[config.mk]
export PLATFORM = sky130hd
export DESIGN_NAME = mem_arbiter
export DESIGN_NICKNAME = d
export VERILOG_FILES = /design/src/rtl/core101_pkg.sv /design/src/rtl/mem_arbiter_timer.sv /design/src/rtl/mem_arbiter.sv
export SDC_FILE = /design/constraint.sdc
export NUM_CORES = 1
export LEC_CHECK = 0
export CAP_MARGIN = 20
export CORE_ASPECT_RATIO = 0.9
export CORE_MARGIN = 4
export CORE_UTILIZATION = 40
export DETAILED_ROUTE_END_ITERATION = 16
export PLACE_DENSITY_LB_ADDON = 0.05
export RECOVER_POWER = 50
export SYNTH_ARGS = -nofsm -noshare
export SYNTH_HDL_FRONTEND = slang
export SYNTH_HIERARCHICAL = 1
export SYNTH_SLANG_ARGS = --single-unit
export TNS_END_PERCENT = 10
[constraint.sdc]
create_clock -name mem_arbiter_clock_in -period 2.45 [get_ports mem_arbiter_clock_in]
set_clock_uncertainty 0.15 [all_clocks]
set_input_delay 0.6125 -clock mem_arbiter_clock_in [delete_from_list [all_inputs] [get_ports mem_arbiter_clock_in]]
set_output_delay 0.6125 -clock mem_arbiter_clock_in [all_outputs]
set_load 0.005 [all_outputs]
[src/rtl/core101_pkg.sv]
// Shared types and defaults for the Core101 memory arbiter.
// Latency: none (declarations only).
// Backpressure: not applicable.
package core101_pkg;

    // Default widths and arbitration limits.
    localparam int CORE101_ADDR_WIDTH   = 32;
    localparam int CORE101_DATA_WIDTH   = 32;
    localparam int CORE101_STARVE_LIMIT = 4;
    localparam int CORE101_MAX_WAIT     = 15;

    // Arbiter state encoding.
    typedef enum logic [1:0] {
        ST_IDLE   = 2'd0,
        ST_BUS_IF = 2'd1,
        ST_BUS_DM = 2'd2
    } arb_state_e;

    // Width of a counter that must be able to hold the value max_val.
    function automatic int cnt_width(input int max_val);
        return (max_val < 1) ? 1 : $clog2(max_val + 1);
    endfunction

endpackage

[src/rtl/mem_arbiter_timer.sv]
// Bus wait counter: flags expiry when a transaction has gone MAX_WAIT cycles without ack.
// Latency: expire_o is combinational from the registered count and the current ack.
// Backpressure: none; an ack in the final cycle suppresses expiry.
module mem_arbiter_timer
    import core101_pkg::*;
#(
    parameter int MAX_WAIT = CORE101_MAX_WAIT
) (
    input  logic clk_i,
    input  logic rst_ni,
    input  logic start_i,
    input  logic busy_i,
    input  logic ack_i,
    output logic expire_o
);

    localparam int            CW   = cnt_width(MAX_WAIT);
    localparam logic [CW-1:0] LAST = CW'(MAX_WAIT - 1);

    logic [CW-1:0] cnt_q;
    logic [CW-1:0] cnt_d;

    // Count bus cycles without ack; restart on every accepted request.
    always_comb begin
        cnt_d = cnt_q;
        if (start_i) begin
            cnt_d = '0;
        end else if (busy_i && !ack_i && (cnt_q != LAST)) begin
            cnt_d = cnt_q + CW'(1);
        end
    end

    // The cycle that would be the MAX_WAIT-th unacked one ends the transaction.
    assign expire_o = busy_i && !ack_i && (cnt_q == LAST);

    // Counter register with synchronous active-low reset.
    always_ff @(posedge clk_i) begin
        if (!rst_ni) begin
            cnt_q <= '0;
        end else begin
            cnt_q <= cnt_d;
        end
    end

endmodule

[src/rtl/mem_arbiter.sv]
// Fetch/data arbiter for the single external memory bus; optional timeout via MEM_ARBITER_TIMEOUT_EN.
// Latency: accept at N, bus request N+1, response pulse one cycle after ack (earliest N+2).
// Backpressure: ready only in IDLE and only to the winner; one transaction outstanding.
module mem_arbiter
    import core101_pkg::*;
#(
    parameter int ADDR_WIDTH   = CORE101_ADDR_WIDTH,
    parameter int DATA_WIDTH   = CORE101_DATA_WIDTH,
    parameter int STARVE_LIMIT = CORE101_STARVE_LIMIT,
    parameter int MAX_WAIT     = CORE101_MAX_WAIT
) (
    input  logic                    mem_arbiter_clock_in,
    input  logic                    mem_arbiter_reset_in,
    input  logic                    if_req_valid_in,
    output logic                    if_req_ready_out,
    input  logic [ADDR_WIDTH-1:0]   if_addr_in,
    output logic                    if_rsp_valid_out,
    output logic [DATA_WIDTH-1:0]   if_rsp_data_out,
    output logic                    if_rsp_err_out,
    input  logic                    dm_req_valid_in,
    output logic                    dm_req_ready_out,
    input  logic [ADDR_WIDTH-1:0]   dm_addr_in,
    input  logic                    dm_we_in,
    input  logic [DATA_WIDTH/8-1:0] dm_wstrb_in,
    input  logic [DATA_WIDTH-1:0]   dm_wdata_in,
    output logic                    dm_rsp_valid_out,
    output logic [DATA_WIDTH-1:0]   dm_rsp_data_out,
    output logic                    dm_rsp_err_out,
    output logic                    bus_req_out,
    output logic [ADDR_WIDTH-1:0]   bus_addr_out,
    output logic                    bus_we_out,
    output logic [DATA_WIDTH/8-1:0] bus_wstrb_out,
    output logic [DATA_WIDTH-1:0]   bus_wdata_out,
    input  logic [DATA_WIDTH-1:0]   bus_rdata_in,
    input  logic                    bus_ack_in
);

    localparam int            SW         = cnt_width(STARVE_LIMIT);
    localparam logic [SW-1:0] STARVE_MAX = SW'(STARVE_LIMIT);
    localparam int            SBW        = DATA_WIDTH / 8;

    if (STARVE_LIMIT < 1 || MAX_WAIT < 1) begin : g_param_check
        $error("mem_arbiter: STARVE_LIMIT and MAX_WAIT must be at least 1");
    end

    arb_state_e            state_q, state_d;
    logic [SW-1:0]         starve_q, starve_d;
    logic                  bus_req_q, bus_req_d;
    logic [ADDR_WIDTH-1:0] bus_addr_q, bus_addr_d;
    logic                  bus_we_q, bus_we_d;
    logic [SBW-1:0]        bus_wstrb_q, bus_wstrb_d;
    logic [DATA_WIDTH-1:0] bus_wdata_q, bus_wdata_d;
    logic                  if_rsp_vld_q, if_rsp_vld_d;
    logic                  dm_rsp_vld_q, dm_rsp_vld_d;
    logic [DATA_WIDTH-1:0] if_rsp_dat_q, if_rsp_dat_d;
    logic [DATA_WIDTH-1:0] dm_rsp_dat_q, dm_rsp_dat_d;

    logic                  idle;
    logic                  busy;
    logic                  grant_dm;
    logic                  grant_if;
    logic                  accept;
    logic                  timeout;
    logic                  bus_done;
    logic [DATA_WIDTH-1:0] rsp_dat;

    // Data wins unless it has used up its quota while fetch waits; fetch next; data as fallback.
    assign idle     = (state_q == ST_IDLE) && mem_arbiter_reset_in;
    assign busy     = (state_q != ST_IDLE);
    assign grant_dm = idle && dm_req_valid_in && ((starve_q < STARVE_MAX) || !if_req_valid_in);
    assign grant_if = idle && if_req_valid_in && !grant_dm;
    assign accept   = grant_dm || grant_if;

    assign if_req_ready_out = grant_if;
    assign dm_req_ready_out = grant_dm;

    // A transaction ends on ack, or on timeout when ack does not arrive in time.
    assign bus_done = busy && (bus_ack_in || timeout);
    assign rsp_dat  = (bus_ack_in && !bus_we_q) ? bus_rdata_in : '0;

`ifdef MEM_ARBITER_TIMEOUT_EN
    logic if_err_q, if_err_d;
    logic dm_err_q, dm_err_d;

    mem_arbiter_timer #(
        .MAX_WAIT (MAX_WAIT)
    ) u_timer (
        .clk_i    (mem_arbiter_clock_in),
        .rst_ni   (mem_arbiter_reset_in),
        .start_i  (accept),
        .busy_i   (busy),
        .ack_i    (bus_ack_in),
        .expire_o (timeout)
    );

    // Error flag follows the response it belongs to; ack beats a simultaneous expiry.
    always_comb begin
        if_err_d = if_err_q;
        dm_err_d = dm_err_q;
        if (bus_done) begin
            if (state_q == ST_BUS_IF) begin
                if_err_d = !bus_ack_in;
            end else begin
                dm_err_d = !bus_ack_in;
            end
        end
    end

    // Error flag registers.
    always_ff @(posedge mem_arbiter_clock_in) begin
        if (!mem_arbiter_reset_in) begin
            if_err_q <= 1'b0;
            dm_err_q <= 1'b0;
        end else begin
            if_err_q <= if_err_d;
            dm_err_q <= dm_err_d;
        end
    end

    assign if_rsp_err_out = if_err_q;
    assign dm_rsp_err_out = dm_err_q;
`else
    assign timeout        = 1'b0;
    assign if_rsp_err_out = 1'b0;
    assign dm_rsp_err_out = 1'b0;
`endif

    // Next-state: arbitration and bus launch in IDLE, completion tracking in the bus states.
    always_comb begin
        state_d      = state_q;
        starve_d     = starve_q;
        bus_req_d    = bus_req_q;
        bus_addr_d   = bus_addr_q;
        bus_we_d     = bus_we_q;
        bus_wstrb_d  = bus_wstrb_q;
        bus_wdata_d  = bus_wdata_q;
        if_rsp_vld_d = 1'b0;
        dm_rsp_vld_d = 1'b0;
        if_rsp_dat_d = if_rsp_dat_q;
        dm_rsp_dat_d = dm_rsp_dat_q;

        case (state_q)
            ST_IDLE: begin
                // Starvation history only counts while fetch is continuously asking.
                if (!if_req_valid_in) begin
                    starve_d = '0;
                end
                if (grant_dm) begin
                    state_d     = ST_BUS_DM;
                    bus_req_d   = 1'b1;
                    bus_addr_d  = dm_addr_in;
                    bus_we_d    = dm_we_in;
                    bus_wstrb_d = dm_we_in ? dm_wstrb_in : '0;
                    bus_wdata_d = dm_wdata_in;
                    if (if_req_valid_in && (starve_q < STARVE_MAX)) begin
                        starve_d = starve_q + SW'(1);
                    end
                end else if (grant_if) begin
                    state_d     = ST_BUS_IF;
                    bus_req_d   = 1'b1;
                    bus_addr_d  = if_addr_in;
                    bus_we_d    = 1'b0;
                    bus_wstrb_d = '0;
                    bus_wdata_d = '0;
                    starve_d    = '0;
                end
            end
            ST_BUS_IF, ST_BUS_DM: begin
                if (bus_done) begin
                    state_d   = ST_IDLE;
                    bus_req_d = 1'b0;
                    if (state_q == ST_BUS_IF) begin
                        if_rsp_vld_d = 1'b1;
                        if_rsp_dat_d = rsp_dat;
                    end else begin
                        dm_rsp_vld_d = 1'b1;
                        dm_rsp_dat_d = rsp_dat;
                    end
                end
            end
            default: begin
                state_d   = ST_IDLE;
                bus_req_d = 1'b0;
            end
        endcase
    end

    // State and output registers; reset drops any in-flight transaction silently.
    always_ff @(posedge mem_arbiter_clock_in) begin
        if (!mem_arbiter_reset_in) begin
            state_q      <= ST_IDLE;
            starve_q     <= '0;
            bus_req_q    <= 1'b0;
            bus_addr_q   <= '0;
            bus_we_q     <= 1'b0;
            bus_wstrb_q  <= '0;
            bus_wdata_q  <= '0;
            if_rsp_vld_q <= 1'b0;
            dm_rsp_vld_q <= 1'b0;
            if_rsp_dat_q <= '0;
            dm_rsp_dat_q <= '0;
        end else begin
            state_q      <= state_d;
            starve_q     <= starve_d;
            bus_req_q    <= bus_req_d;
            bus_addr_q   <= bus_addr_d;
            bus_we_q     <= bus_we_d;
            bus_wstrb_q  <= bus_wstrb_d;
            bus_wdata_q  <= bus_wdata_d;
            if_rsp_vld_q <= if_rsp_vld_d;
            dm_rsp_vld_q <= dm_rsp_vld_d;
            if_rsp_dat_q <= if_rsp_dat_d;
            dm_rsp_dat_q <= dm_rsp_dat_d;
        end
    end

    assign bus_req_out      = bus_req_q;
    assign bus_addr_out     = bus_addr_q;
    assign bus_we_out       = bus_we_q;
    assign bus_wstrb_out    = bus_wstrb_q;
    assign bus_wdata_out    = bus_wdata_q;
    assign if_rsp_valid_out = if_rsp_vld_q;
    assign if_rsp_data_out  = if_rsp_dat_q;
    assign dm_rsp_valid_out = dm_rsp_vld_q;
    assign dm_rsp_data_out  = dm_rsp_dat_q;

endmodule

Word level (Yosys, flattened, before mapping) --
Index checks and enable logic that the tools add are counted.
Word-level totals: flip-flop bits (word level) 141, input port bits 138, word-level logic and storage cells 63
Operators by class: $add $sub $neg 1, magnitude comparators 1, eq/ne operators 4, multiplexer cells 24, bitwise operators 1, reduce and logical (&&, ||, !) cells 21
Operators by type and width (count):
- $mux W32 | 5
- $mux W3 | 4
- $mux W4 | 3
- $reduce_and A3 Y1 | 3
- $logic_and A1 B1 Y1 | 8
- $mux W1 | 7
- $mux W2 | 3
- $pmux W2 S2 | 1
- $reduce_and A2 Y1 | 2
- $reduce_bool A2 Y1 | 2
- $add A3 B1 Y3 const B | 1
- $logic_not A1 Y1 | 3
- $lt A3 B3 Y1 const B | 1
- $ne A3 B3 Y1 const B | 1
- $eq A2 B1 Y1 const B | 1
- $eq A2 B2 Y1 const B | 1
- $logic_not A2 Y1 | 1
- $ne A2 B2 Y1 const B | 1
- $pmux W1 S2 | 1
- $reduce_or A2 Y1 | 1
- $logic_or A1 B1 Y1 | 1
- $not A1 Y1 | 1

Depth between registers and ports, before layout --
word-level depth 9, gate-level depth with buffers 8, gate-level depth less buffers 6

Least setup slack after synthesis --
No wires, ideal clock.
kind input to output, start input port if_req_valid_in, end output port if_req_ready_out, arrival 1407 ps, required time 1688 ps, setup slack 280 ps, cell stages on the path 6, path buffers 2, cells stage by stage buf_4 a21boi_4 nand2_2 inv_2 buf_4 nor2_1
On the way: longest elaborated chain between the ends 5, elaborated cells on any way between the ends 6, those cells by class 6 x reduce/logical
Ends and longest elaborated chain:
- start, declared | RTL line mem_arbiter.sv:14 | input logic if_req_valid_in,
- $logic_not A1 Y1
- $logic_or A1 B1 Y1 | RTL line mem_arbiter.sv:70 | assign grant_dm = idle && dm_req_valid_in && ((starve_q < STARVE_MAX) || !if_req_valid_in);
- $logic_and A1 B1 Y1 | RTL line mem_arbiter.sv:70
- net dm_req_ready_out | RTL line mem_arbiter.sv:21 | output logic dm_req_ready_out,
- $logic_not A1 Y1 | RTL line mem_arbiter.sv:71 | assign grant_if = idle && if_req_valid_in && !grant_dm;
- $logic_and A1 B1 Y1 | RTL line mem_arbiter.sv:71
- end, declared | RTL line mem_arbiter.sv:15 | output logic if_req_ready_out,
The timed path passes the listed nets, and every way through them passes these cells.

Worst setup path after layout --
start input port dm_req_valid_in, end output port if_req_ready_out
On the way: longest elaborated chain between the ends 4
Ends and longest elaborated chain:
- start, declared | RTL line mem_arbiter.sv:20 | input logic dm_req_valid_in,
- $logic_and A1 B1 Y1 (2 in a row) | RTL line mem_arbiter.sv:70
- $logic_not A1 Y1 | RTL line mem_arbiter.sv:71
- $logic_and A1 B1 Y1 | RTL line mem_arbiter.sv:71
Every way passes these cells.

==> flow_summary.json <==
{
  "cts_hold_buf": 0,
  "cp-start-kind": "input pin",
  "diodes": 0,
  "die_y_um": 119,
  "power_w": 0.00610,
  "rrSetupSlack_ns": 0.21,
  "cts_max_level": 4,
  "drt_first_iter_violations": 315,
  "slew_violations": 0,
  "initial_core_util": 0.409,
  "critPathMaxFanout": 4,
  "synth_top_family_by_area": "compound AO/OA/AOI/OAI gates",
  "rsz0062_at_grt": "false",
  "pwr_density_cell_nw_per_um2": 683,
  "p_leak_nw": 3.40,
  "synthTopCellsByArea": "dfxtp_1, a21boi_0, nand2_1",
  "syn_to_final_growth_pct": 63.3,
  "max_cap_viol_count": 0,
  "fin_crit_ns": 2.36,
  "min_period_over_period": 0.965,
  "synthesis.area_um2": 5470,
  "synth_top_area_cell": "dfxtp_1",
  "grt_pass1_wl_mm": 28.5,
  "ir_drop_uv": 481,
  "layout.cells.non_filler": 1057,
  "die_x_um": 131,
  "numClockSinks": 141,
  "crit_slowest_cell": "clkdlybuf4s50_1",
  "globalplace.congestion": 0.831,
  "wl_per_cell_um": 17.1,
  "viasPerCell": 5.22,
  "synthSimpleGateAreaFrac": 0.161,
  "grt_pass1_vias": 5558,
  "firstDrtPassIters": 4,
  "arrival_ns": 1.60,
  "cts_buffer_depth": 2,
  "worst_pin_slew_ns": 1.06,
  "netlist_top_cells_count": "dfxtp_1, nand2_1, a21oi_1, nand3_1, a21boi_0",
  "synth_most_common_cell": "dfxtp_1",
  "io_buffers": 275,
  "cts_tree": "built",
  "synthCells": 610,
  "hp-class": "flip-flop to flip-flop",
  "drive_above_1_share": 0.0787,
  "grt_max_degree": 122,
  "worstPathCellList": "clkdlybuf4s50_1 -> a21boi_4 -> nand2_2 -> inv_2 -> nor2_1 -> buf_2",
  "relSlewSlack": 0.293,
  "die_area_um2": 15600,
  "drc": 0,
  "synthMuxAreaShare": 0.00183,
  "max_freq_ghz": 0.423,
  "cts_made_buffers": 17,
  "status": "finished clean",
  "synthAdderAreaFrac": 0.00686,
  "yosys_register_bits": 141,
  "synthArstFlopShare": 0,
  "synth_edf_count": 0,
  "yosysSeqAreaShare": 0.516,
  "pin_count": 278,
  "ys.flop_type": "dfxtp_1",
  "ant_nets": 0,
  "rows": 40,
  "slowest_delay_ns": 0.48,
  "fp.coreArea_um2": 13400,
  "yosysWarnings": 6,
  "antenna_found_initial": 0,
  "fillCellCount": 1107,
  "wirelength_mm": 18.1,
  "synth_compound_area_frac": 0.256,
  "final_hold_viol_count": 0,
  "clk-insertion-delay-late_ns": 0.41,
  "cp-end-kind": "output pin",
  "setup_viol": 0,
  "num_vias": 5519,
  "required_ns": 1.69,
  "placedCellCount": 1022,
  "avgSynthCellArea_um2": 8.97,
  "crit_type": "input pin to output pin",
  "grt-ovfl-total": 0,
  "root_buffer": "clkbuf_16",
  "synth-xor-area-share": 0,
  "nets": 1017,
  "grt_util_all_layers": 0.226,
  "yosysUniqueCellTypes": 38,
  "clk_pin_slew_ns": 0.06,
  "dp_hpwl_mm": 12.9,
  "synth_top_cell_area_share": 0.516
}
==> final cells by class <==
type                            count  area, um^2  share of cell area
Sequential cell                   141        2820               0.316
Inverter                            3        11.3             0.00126
Multi-Input combinational cell    408        2360               0.264
Clock buffer                       19         443              0.0496
Timing Repair Buffer              305        3010               0.337
Clock inverter                     13        76.3             0.00854
Tap cell                          168         210              0.0235
==> kinds of logic (layout without fill, tap and decap cells) <==
group | Yosys count | after routing
AO/OA/AOI/OAI | 209 | 209
adder cells (fa/ha/maj) | 3 | 3
buffers and inverters | 62 | 340
flip-flops | 141 | 141
multiplexers | 1 | 1
other | 1 | 2
AND/OR/NAND/NOR | 193 | 193
==> worst max-delay path, delay by kind of cell <==
| kind | cells | cell delay (ns) |
|---|---|---|
| compound gates | 1 | 0.19 |
| buf+inv | 3 | 0.68 |
| simple gates | 2 | 0.12 |
==> metal layers <==
layer	GRT usage	routed length, um	vias to the layer above	part of all wire
met2	0.395	9230	213	0.51
met1	0.246	7050	2625	0.39
met4	0.0741	275	0	0.015
met5	0	0	-	0
li1	-	-	2665	-
met3	0.0980	1580	16	0.087
==> stage by stage <==
stage          TNS (ns)  hold slack, ns  setup WS, ns  cell area (um^2)   util
2_1_floorplan         0           0.285         0.280              5480      -
3_3_place_gp      -2.22           0.290        -0.331              8430  0.631
3_5_place_dp      -5.51           0.302        -0.304              8430  0.631
4_1_cts               0           0.310      0.000495              8960  0.671
5_1_grt               0           0.335       0.00509              8940  0.669
6_report              0           0.310        0.0866              8940  0.669
==> path summary, 6_finish.rpt <==
kind,endpoint,depth (start not counted),startpoint
worst max-delay path,if_req_ready_out,6,dm_req_valid_in
worst min-delay path,dm_rsp_data_out[30],2,dm_rsp_data_out[30]
worst max register to register,bus_wdata_out[24],7,state_q[1]
worst min register to register,dm_rsp_data_out[30],2,dm_rsp_data_out[30]
==> power by group <==
group / internal (W) / total (W) / leakage, nW / switching, W
clock: 0.00130 / 0.00227 / 0.258 / 0.000965
sequential: 0.00247 / 0.00256 / 1.15 / 0.0000934
combinational: 0.000716 / 0.00127 / 1.99 / 0.000558
total: 0.00449 / 0.00610 / 3.40 / 0.00162
==> flip-flops by register name, summed over array words and instances (netlist names) <==
| register | flops |
|---|---|
| bus_addr_out | 32 |
| bus_wstrb_out | 4 |
| bus_wdata_out | 32 |
| if_rsp_data_out | 32 |
| state_q | 2 |
| dm_rsp_data_out | 32 |
| starve_q | 3 |
| bus_req_out | 1 |
| if_rsp_valid_out | 1 |
| dm_rsp_valid_out | 1 |
| bus_we_out | 1 |
==> cells in the final DEF (no fill, tap or decap), types with 2 or more instances in the layout <==
| cell type | Yosys | layout |
|---|---|---|
| nand2b_1 | 5 | 5 |
| ha_1 | 3 | 3 |
| conb_1 | 1 | 2 |
| clkinvlp_4 | 0 | 3 |
| o21ai_0 | 33 | 33 |
| dlygate4sd3_1 | 0 | 51 |
| buf_4 | 13 | 20 |
| a21boi_0 | 62 | 71 |
| dfxtp_1 | 141 | 141 |
| buf_2 | 23 | 2 |
| clkbuf_16 | 0 | 17 |
| clkbuf_1 | 22 | 3 |
| clkbuf_2 | 1 | 3 |
| clkdlybuf4s50_1 | 0 | 221 |
| inv_1 | 2 | 2 |
| a22o_1 | 24 | 24 |
| clkinv_2 | 0 | 9 |
| buf_12 | 0 | 5 |
| nand2_1 | 103 | 103 |
| a21oi_1 | 64 | 64 |
| nor2_1 | 2 | 2 |
| nand3b_1 | 2 | 2 |
| nand4_1 | 6 | 6 |
| nand3_1 | 64 | 64 |
| a32o_1 | 9 | 9 |
==> timing repair <==
action,CTS,global route
pin swaps,0,0
buffers inserted,3,0
gates resized for setup,6,4
setup endpoints to repair,2,2
Note: power is estimated with default switching activity, not from simulation.
